`config.mk`:
```
export PLATFORM = sky130hd
export DESIGN_NAME = axi_rd_arbiter
export DESIGN_NICKNAME = d
export VERILOG_FILES = /design/src/rtl/axi_rd_arbiter.sv
export SDC_FILE = /design/constraint.sdc
export NUM_CORES = 1
export LEC_CHECK = 0
export BUFFER_PORTS_ARGS = -buffer_cell sky130_fd_sc_hd__clkbuf_2
export CORE_AREA = 4 4 87 89
export DETAILED_ROUTE_END_ITERATION = 8
export DIE_AREA = 0 0 91 93
export MAX_ROUTING_LAYER = met4
export PLACE_DENSITY = 0.87
export SLEW_MARGIN = 20
export SYNTH_ARGS = -nofsm -noshare
export SYNTH_HDL_FRONTEND = slang
export SYNTH_SLANG_ARGS = --single-unit
```
`constraint.sdc`:
```
create_clock -name clk -period 2.85 [get_ports clk]
set_clock_uncertainty 0.2 [all_clocks]
set_input_delay 0.57 -clock clk [delete_from_list [all_inputs] [get_ports clk]]
set_output_delay 0.57 -clock clk [all_outputs]
set_load 0.005 [all_outputs]
```
`src/rtl/axi_rd_arbiter.sv`:
```
// Two-master AXI read arbiter: inst and data caches share one AR/R channel, one read in flight.
// Define ARB_RR_EN for round-robin grant; otherwise the data cache has fixed priority.
module axi_rd_arbiter #(
   parameter int unsigned LINE_WORDS = 8,
   parameter logic [3:0]  INST_ID    = 4'd0,
   parameter logic [3:0]  DATA_ID    = 4'd1
) (
   input  logic        clk,
   input  logic        reset,
   input  logic        inst_rd_req,
   input  logic        inst_rd_type,
   input  logic [31:0] inst_rd_addr,
   output logic        inst_rd_rdy,
   output logic        inst_ret_valid,
   output logic        inst_ret_last,
   output logic [31:0] inst_ret_data,
   input  logic        data_rd_req,
   input  logic        data_rd_type,
   input  logic [31:0] data_rd_addr,
   output logic        data_rd_rdy,
   output logic        data_ret_valid,
   output logic        data_ret_last,
   output logic [31:0] data_ret_data,
   output logic [3:0]  arid,
   output logic [31:0] araddr,
   output logic [7:0]  arlen,
   output logic [2:0]  arsize,
   output logic [1:0]  arburst,
   output logic        arvalid,
   input  logic        arready,
   input  logic [3:0]  rid,
   input  logic [31:0] rdata,
   input  logic        rlast,
   input  logic        rvalid,
   output logic        rready,
   output logic        prot_err
);

   localparam logic [31:0] LINE_MASK = 32'(LINE_WORDS * 4 - 1);

   typedef enum logic [1:0] {S_IDLE, S_ADDR, S_DATA} state_t;

   state_t      state, state_nxt;
   logic        owner_data;   // 1 = data cache owns the channel
   logic [31:0] addr_q;
   logic        type_q;
   logic        grant_inst, grant_data, accept;
   logic [3:0]  owner_id;
   logic        beat, id_match;

`ifdef ARB_RR_EN
   logic last_owner_data;

   // On a tie the requester that did not win last time takes the channel.
   always_comb begin
      grant_data = data_rd_req & (~inst_rd_req | ~last_owner_data);
      grant_inst = inst_rd_req & (~data_rd_req | last_owner_data);
   end

   always_ff @(posedge clk) begin
      if (reset)
         last_owner_data <= 1'b0;
      else if (accept)
         last_owner_data <= grant_data;
   end
`else
   assign grant_data = data_rd_req;
   assign grant_inst = inst_rd_req & ~data_rd_req;
`endif

   // rdy is held low during reset so nothing is captured while the FSM is being cleared.
   assign inst_rd_rdy = (state == S_IDLE) & ~reset & grant_inst;
   assign data_rd_rdy = (state == S_IDLE) & ~reset & grant_data;
   assign accept      = inst_rd_rdy | data_rd_rdy;

   assign owner_id = owner_data ? DATA_ID : INST_ID;
   assign beat     = (state == S_DATA) & rvalid;
   assign id_match = (rid == owner_id);

   // NOTE: sequential state uses non-blocking assignments so every register samples pre-edge values.
   always_ff @(posedge clk) begin
      if (reset) begin
         state      <= S_IDLE;
         owner_data <= 1'b0;
         addr_q     <= '0;
         type_q     <= 1'b0;
         prot_err   <= 1'b0;
      end else begin
         state <= state_nxt;
         if (accept) begin
            owner_data <= grant_data;
            addr_q     <= grant_data ? data_rd_addr : inst_rd_addr;
            type_q     <= grant_data ? data_rd_type : inst_rd_type;
         end
         if (beat & ~id_match)
            prot_err <= 1'b1;
      end
   end

   // NOTE: every output of this block gets a default first, so no path can infer a latch.
   always_comb begin
      state_nxt = state;
      arvalid   = 1'b0;
      rready    = 1'b0;
      unique case (state)
         S_IDLE: if (accept) state_nxt = S_ADDR;
         S_ADDR: begin
            arvalid = 1'b1;
            if (arready) state_nxt = S_DATA;
         end
         S_DATA: begin
            rready = 1'b1;
            if (rvalid & rlast & id_match) state_nxt = S_IDLE;
         end
         default: state_nxt = S_IDLE;
      endcase
   end

   // Line refills start at the line boundary; uncached reads use the exact word address.
   assign arid    = owner_id;
   assign arlen   = type_q ? 8'(LINE_WORDS - 1) : 8'd0;
   assign araddr  = type_q ? (addr_q & ~LINE_MASK) : addr_q;
   assign arsize  = 3'b010;
   assign arburst = 2'b01;

   // Beats carrying a foreign rid are swallowed here and never reach either cache.
   assign inst_ret_valid = beat & id_match & ~owner_data;
   assign data_ret_valid = beat & id_match & owner_data;
   assign inst_ret_last  = rlast;
   assign data_ret_last  = rlast;
   assign inst_ret_data  = rdata;
   assign data_ret_data  = rdata;

endmodule

```
# Word level (Yosys, flattened, before mapping)
# Cells that the tools add are included.
# word_totals
reg_bits	37
inputBits	109
output_inout_bits	122
elab_cells	40
# op_classes
eq_ne	6
mux	11
n_bitwise	16
reduce_logical	2
# ops
op	n
$mux 32	1
$and 1x1->1	11
$mux 2	3
$pmux 2 s3	1
$mux 5	1
$eq 4x1->1	1
$mux 1	4
$ne 2x2->1 const B	2
$not 1->1	4
$mux 3	1
$reduce_and 3->1	1
$eq 2x1->1 const B	1
$eq 2x2->1 const B	1
$logic_not 2->1	1
$ne 2x1->1 const B	1
$or 1x1->1	1

# Longest topological paths before layout
# Gate-level depths: netlist (run 1).
# depth
ltp_word	6
mapped_depth	7

# Least setup slack after synthesis (run 1)
# OpenSTA, ideal clock, no wires.
# synth_path
path_type	in2out
start	in data_rd_req
end	out inst_rd_rdy
t_arrival_ns	1.307
required_ns	2.080
path_slack_ns	0.773
stages	3
n_path_buf	2
path_cell_list	buf_6 > clkbuf_1 > and3b_1
# synth_via
elab_chain_len	3
# synth_lines
element	line	source
start: declaration	17	input logic data_rd_req,
$not 1->1	68	assign grant_inst = inst_rd_req & ~data_rd_req;
$and 1x1->1	68	
$and 1x1->1	72	assign inst_rd_rdy = (state == S_IDLE) & ~reset & grant_inst;
end: declaration	13	output logic inst_rd_rdy,
# Every way passes these cells.

# Worst setup path after layout (run 1)
# layout_path
start	in rid[1]
end	out data_ret_valid
# layout_via
elab_chain_len	3
# layout_lines
element	line	source
start: declaration	31	input logic [3:0] rid,
$eq 4x1->1	78	assign id_match = (rid == owner_id);
$and 1x1->1 (2 in a row)	128	assign data_ret_valid = beat & id_match & owner_data;
end: declaration	21	output logic data_ret_valid,
# Every way passes these cells.

==> results.cfg, run 1 <==
[clocking]
clockBufferDepth = 2
cts_tree = yes
cts.sinks = 37
cts_buffers = 5
post_cts_resized = 0
clk_latency_ns = 0.28
path_clk_slew_ns = 0.07
holdBufCountCts = 0
postCtsSetupRepairBufs = 0
ctsRootBufferMaster = clkbuf_8
cts.htree.levels = 2

[worst_setup_path]
cp-endpoint = data_ret_valid
worst_setup_path_start_kind = input pin
reg2reg_from = state[1]
r2r_slack_ns = 0.94
slowest_stage = or3_1
r2r_cells = 4
cp_common_cell = clkbuf_2
endpoint_kind = primary output
crit_family = simple AND/OR/NAND/NOR gates
arrival_ns = 1.55
cp_num_cells = 5
path_class = input pin to primary output
crit_buf_inv = 2
crit_path_start = rid[1]
cpPeakStageDelay_ns = 0.41
crit_chain = clkbuf_2 > or3_1 > nor2_1 > and4_1 > clkbuf_2
r2r-end = addr_q[7]
critPathRequiredTime_ns = 2.08
crit_fanout = 3

[power]
p_clk_share_pct = 26.3
p_sw_share_pct = 31.2
p_seq_share_pct = 45.5
ir_drop_mv = 0.186
p_sw_uw = 419
power_leakage_nw = 1.31
internal_power_uw = 924
share_comb_of_total_power_pct = 28.2
powerDensity_mw_per_mm2 = 496

[logic_synthesis]
yosys_warnings = 0
ys_seq_elements = 37
postSynthCellCount = 297
synth_area_mm2 = 0.00277
ys_seq_area_share_pct = 26.7
ys_types = 26
synth_area_per_cell_um2 = 9.33

[global_route]
grt_use_total_pct = 14.2
grt_pass1_vias = 1971
grt_start_max_net_pins = 39
antenna_found_initial = 0
grt_pass1_wl_um = 9450
overflow = 0

[placed_design]
postPlaceCellArea_mm2 = 0.00262
dp.cells = 386
globalplace.congestion = 0.703
detailed_place_hpwl_um = 4750
io_buffers = 121

[final_layout]
finalNonFillerCells = 394
fillers = 679
regArea_um2 = 741
mostFrequentLayoutCells = clkbuf_2, dfxtp_1, a21oi_1
multi_input_area_mm2 = 0.00113
drive_above_1_share_pct = 52.9
antenna_cells = 0
final_common_cell = clkbuf_2
final_nets = 422
area_growth_pct = -2.35
postLayoutCellArea_mm2 = 0.00271

[sta]
worst_pin_slew_ns = 0.566
setup_violations = 0
max_freq_mhz = 431
relSlewSlack_pct = 62.3
period_minus_slack_ns = 2.32
finalMaxSlewViolations = 0
hold_violations = 0
timing.final.crit_share_pct = 81.4
rsz0062_at_grt = false
fin_setup_tns_ns = 0

[floorplan]
die_x_um = 91
start_util_pct = 41.0
core.rowCount = 30
die_h_um = 93
design.core.area_mm2 = 0.00676
io-pin-count = 231
die-area_mm2 = 0.00846

[job]
maxCapViolCount = 0

[detailed_routing]
first_pass_iters = 4
avgViaCountPerCell = 4.92
drc_errors = 0
wl_um = 6120
drt-initial-drc-count = 25
routed-via-count = 1939
wire_per_inst_um = 15.5
ant_nets = 0

[status]
status = finished clean

[min_path]
hold_class = register to register
per-layer routing:
| metal | share of wire [%] | global-route usage, % | routed length [um] | vias up |
|---|---|---|---|---|
| met4 | 1.1 | 4.27 | 70 | 0 |
| met3 | 11 | 4.83 | 662 | 8 |
| met5 | 0 | - | 0 | - |
| met2 | 53 | 26.4 | 3220 | 135 |
| li1 | - | - | - | 937 |
| met1 | 35 | 14.1 | 2170 | 859 |
synth_stat cells:
cell	count	area [um2]
nor2_1	3	11.3
nor2b_1	7	43.8
buf_2	4	20.0
clkbuf_1	10	37.5
a21oi_1	35	175
o31ai_1	2	15.0
a21o_1	1	7.51
mux2i_1	33	330
conb_1	2	7.51
a211oi_2	29	363
and3b_1	1	8.76
or3_1	1	6.26
and2_4	1	8.76
a211oi_1	4	30.0
nand2_1	4	15.0
dfxtp_1	37	741
nor3_4	1	16.3
or2_1	1	6.26
buf_6	5	56.3
and4_1	1	8.76
nand2b_1	1	6.26
and2_1	1	6.26
xor2_1	1	8.76
nor4_1	1	6.26
a21bo_2	1	10.0
buf_4	110	826
cell families after synthesis:
logic type | synth area share (%)
mux | 11.9
flops | 26.7
xor+xnor | 0.316
compound gates | 21.7
simple gates | 5.19
buf+inv | 33.9
other cells | 0.271
cell type report:
class,instances,share of cell area (%)
clock buffer,6,2.68
clock inverter,2,0.370
multi-input combinational,142,41.8
sequential,37,27.4
tap,80,3.70
timing repair buffer,127,24.0
metrics by stage:
step                      util (%)  setup slack [ns]  power (mW)  hold slack, ns
final                         40.1             0.531        1.34           0.275
after global routing          40.1             0.497        1.43           0.306
after CTS                     40.1             0.536        1.37           0.281
after detailed placement      38.8             0.535        1.01           0.261
after global placement        38.8             0.585       0.991           0.250
after floorplan                  -             0.773        1.01           0.256
flip-flops by register name, indices dropped and copies added, names as in the netlist:
| name | cells |
|---|---|
| addr_q | 32 |
| owner_data | 1 |
| prot_err | 1 |
| state | 2 |
| type_q | 1 |
worst min path at each step:
| stage | startpoint | endpoint | slack [ns] | cells after the start |
|---|---|---|---|---|
| 5_1_grt | prot_err | prot_err | 0.31 | 2 |
| 6_report | prot_err | prot_err | 0.28 | 2 |
| 3_5_place_dp | prot_err | prot_err | 0.26 | 2 |
| 2_1_floorplan | prot_err | prot_err | 0.26 | 2 |
| 4_1_cts | prot_err | prot_err | 0.28 | 2 |
| 3_3_place_gp | prot_err | prot_err | 0.25 | 2 |
worst min-delay path: stages, from the launching register on:
cell and delay, ns:
dfxtp_1 0.33, nand2b_1 0.06, o31ai_1 0.05
power by group through the flow:
stage	Sequential, mW	Clock [mW]	Combinational [mW]
floorplan	0.612	0	0.394
global placement	0.620	0	0.371
detailed placement	0.623	0	0.384
CTS	0.612	0.379	0.384
global route	0.619	0.392	0.420
finish	0.611	0.353	0.379
(Power assumes the default switching activity.)
==> run 2: changes to the inputs <==
--- a/config.mk
+++ b/config.mk
@@ -5,12 +5,13 @@
 export SDC_FILE = /design/constraint.sdc
 export NUM_CORES = 1
 export LEC_CHECK = 0
+export ABC_AREA = 1
 export BUFFER_PORTS_ARGS = -buffer_cell sky130_fd_sc_hd__clkbuf_2
-export CORE_AREA = 4 4 87 89
+export CORE_AREA = 4 4 83 101
 export DETAILED_ROUTE_END_ITERATION = 8
-export DIE_AREA = 0 0 91 93
+export DIE_AREA = 0 0 87 105
 export MAX_ROUTING_LAYER = met4
-export PLACE_DENSITY = 0.87
+export PLACE_DENSITY = 0.83
 export SLEW_MARGIN = 20
 export SYNTH_ARGS = -nofsm -noshare
 export SYNTH_HDL_FRONTEND = slang
==> constraint.sdc (replaced) <==
create_clock -name clk -period 2.4 [get_ports clk]
set_clock_uncertainty 0.2 [all_clocks]
set_input_delay 0.48 -clock clk [delete_from_list [all_inputs] [get_ports clk]]
set_output_delay 0.48 -clock clk [all_outputs]
set_load 0.005 [all_outputs]
==> run 2 against run 1 <==
Effect of this change: hold slack lost 0.072 ns; clock power grew 61%; via count grew 24%; flip-flop and latch count is the same; wire length grew 13%; critical path depth is the same; largest power group unchanged; sequential share of layout area shrank 1.7 points; global-route usage grew 0.60 points.
==> results.cfg, run 2 <==
[worst_setup_path]
slowest_stage = dfxtp_1
r2r-end = addr_q[15]
reg2reg_from = state[0]
worst_setup_path_start_kind = register
critPathRequiredTime_ns = 1.72
r2r_cells = 6
cpPeakStageDelay_ns = 0.35
endpoint_kind = primary output
path_class = register to primary output
cp_num_cells = 5
crit_fanout = 4
arrival_ns = 1.37
crit_buf_inv = 2
crit_family = simple AND/OR/NAND/NOR gates
r2r_slack_ns = 0.90
crit_chain = inv_1 > nor3b_1 > nand3_1 > nor2_1 > clkbuf_2

[power]
p_sw_share_pct = 29.6
p_clk_share_pct = 33.1
ir_drop_mv = 0.227
internal_power_mw = 1.20
powerDensity_mw_per_mm2 = 592
p_seq_share_pct = 42.1
share_comb_of_total_power_pct = 24.8
power_leakage_nw = 1.82
p_sw_uw = 506

[sta]
finalMaxSlewViolations = 0
fin_setup_tns_ns = 0
rsz0062_at_grt = false
setup_violations = 0
hold_violations = 0
timing.final.crit_share_pct = 85.3
setup_slack_ns = 0.352
max_freq_mhz = 488
period_minus_slack_ns = 2.05

[clocking]
path_clk_slew_ns = 0.08
postCtsSetupRepairBufs = 0
holdBufCountCts = 0
cts.sinks = 37
clk_latency_ns = 0.29
clockBufferDepth = 2
cts_buffers = 5
cts_tree = yes
cts.htree.levels = 2
post_cts_resized = 0
ctsRootBufferMaster = clkbuf_8

[final_layout]
final_util_pct = 38.6
final_common_cell = clkbuf_2
finalNonFillerCells = 580
largest_reg_flops = 32
mostFrequentLayoutCells = clkbuf_2, nand2_1, nor2_1
drive_above_1_share_pct = 27.5
largest-register = addr_q
final_nets = 596
antenna_cells = 0
area_growth_pct = -0.173
fillers = 809
reg.largest.list = addr_q: 32 flops, state: 2 flops

[min_path]
hold_class = input pin to register
whs_path_depth = 2
hold_end = state[0]
min-delay-start = arready

[detailed_routing]
avgViaCountPerCell = 4.14
first_pass_iters = 4
drt-initial-drc-count = 92
routed-via-count = 2403
wire_per_inst_um = 11.9
wl_um = 6930
ant_nets = 0
drc_errors = 0

[placed_design]
pre_cts_slack_ns = 0.361
detailed_place_hpwl_um = 5520
globalplace.congestion = 0.828
dp.cells = 572
io_buffers = 121

[logic_synthesis]
synth_area_per_cell_um2 = 6.14
yosysMostFrequentCell = buf_4
ys_types = 17
yosys_warnings = 0
synth_edf_count = 0
synth_area_mm2 = 0.00289
async_flop_share_pct = 0
postSynthCellCount = 471
synth_top_area_share_pct = 29.1
ys_seq_elements = 37
ys.flop_type = dfxtp_1
synth_area_leaders = buf_4, dfxtp_1, nand2_1
netlist_top_cells_count = buf_4, nand2_1, nor2_1
yosysTopAreaCell = buf_4
ys_seq_area_share_pct = 25.6

[floorplan]
core.rowCount = 35
die-area_mm2 = 0.00914
start_util_pct = 38.6
design.core.area_mm2 = 0.00749
die_h_um = 105
die_x_um = 87
io-pin-count = 231

[global_route]
grt_pass1_wl_um = 10300
grt_pass1_vias = 2134
overflow = 0
grt_start_max_net_pins = 68
grt_use_total_pct = 14.8
antenna_found_initial = 0

[job]
maxCapViolCount = 0

[status]
status = finished clean
run 2: final cells by class:
| class | count | area, um2 | share of cell area [%] |
|---|---|---|---|
| clock buffer | 7 | 86.3 | 2.99 |
| clock inverter | 1 | 30.0 | 1.04 |
| inverter | 75 | 282 | 9.74 |
| multi-input combinational | 243 | 987 | 34.2 |
| sequential | 37 | 741 | 25.6 |
| tap | 92 | 115 | 3.98 |
| timing repair buffer | 125 | 648 | 22.4 |
run 2: worst max path at each step:
stage / start / end / slack [ns]
6_report: state[1] / inst_ret_valid / 0.35
5_1_grt: state[1] / inst_ret_valid / 0.23
4_1_cts: state[0] / inst_rd_rdy / 0.32
3_5_place_dp: rid[1] / inst_ret_valid / 0.36
3_3_place_gp: rid[3] / inst_ret_valid / 0.39
2_1_floorplan: rvalid / data_ret_valid / 0.80
run 2: logic make-up (layout without fill, tap and decap cells):
logic type / count (synthesis) / after routing / synth area share [%]
buffers and inverters: 202 / 208 / 42.0
DFF: 37 / 37 / 25.6
AOI/OAI and AO/OA: 37 / 37 / 6.62
other: 2 / 13 / 0.260
and+or+nand+nor: 193 / 193 / 25.6
run 2: per-stage QoR:
| step | area, um2 | hold WS, ns | total power, mW |
|---|---|---|---|
| floorplan | 2940 | 0.260 | 1.16 |
| global placement | 2770 | 0.274 | 1.15 |
| detailed placement | 2770 | 0.305 | 1.16 |
| CTS | 2890 | 0.186 | 1.75 |
| global route | 2890 | 0.196 | 1.84 |
| finish | 2890 | 0.203 | 1.71 |
run 2: worst register-to-register path: stages, from the launching register on:
cell and delay, ns:
dfxtp_1 0.36, nor3_2 0.30, o21ai_4 0.10, buf_12 0.20
nand2_1 0.13, nand2_1 0.05, nor2_1 0.09
run 2: routing by layer:
metal | wire length [um] | up-vias | global-route usage, % | share of wire (%)
li1 | - | 1274 | - | -
met2 | 3330 | 113 | 25.6 | 48
met1 | 2570 | 983 | 14.3 | 37
met4 | 277 | 0 | 7.91 | 4.0
met3 | 747 | 33 | 4.89 | 11
met5 | 0 | - | - | 0
run 2: power by group through the flow:
stage,sequential [mW],clock [mW],combinational (mW)
after floorplan,0.724,0,0.436
after global placement,0.732,0,0.418
after detailed placement,0.735,0,0.429
after CTS,0.720,0.593,0.432
after global routing,0.730,0.620,0.492
final,0.720,0.567,0.424
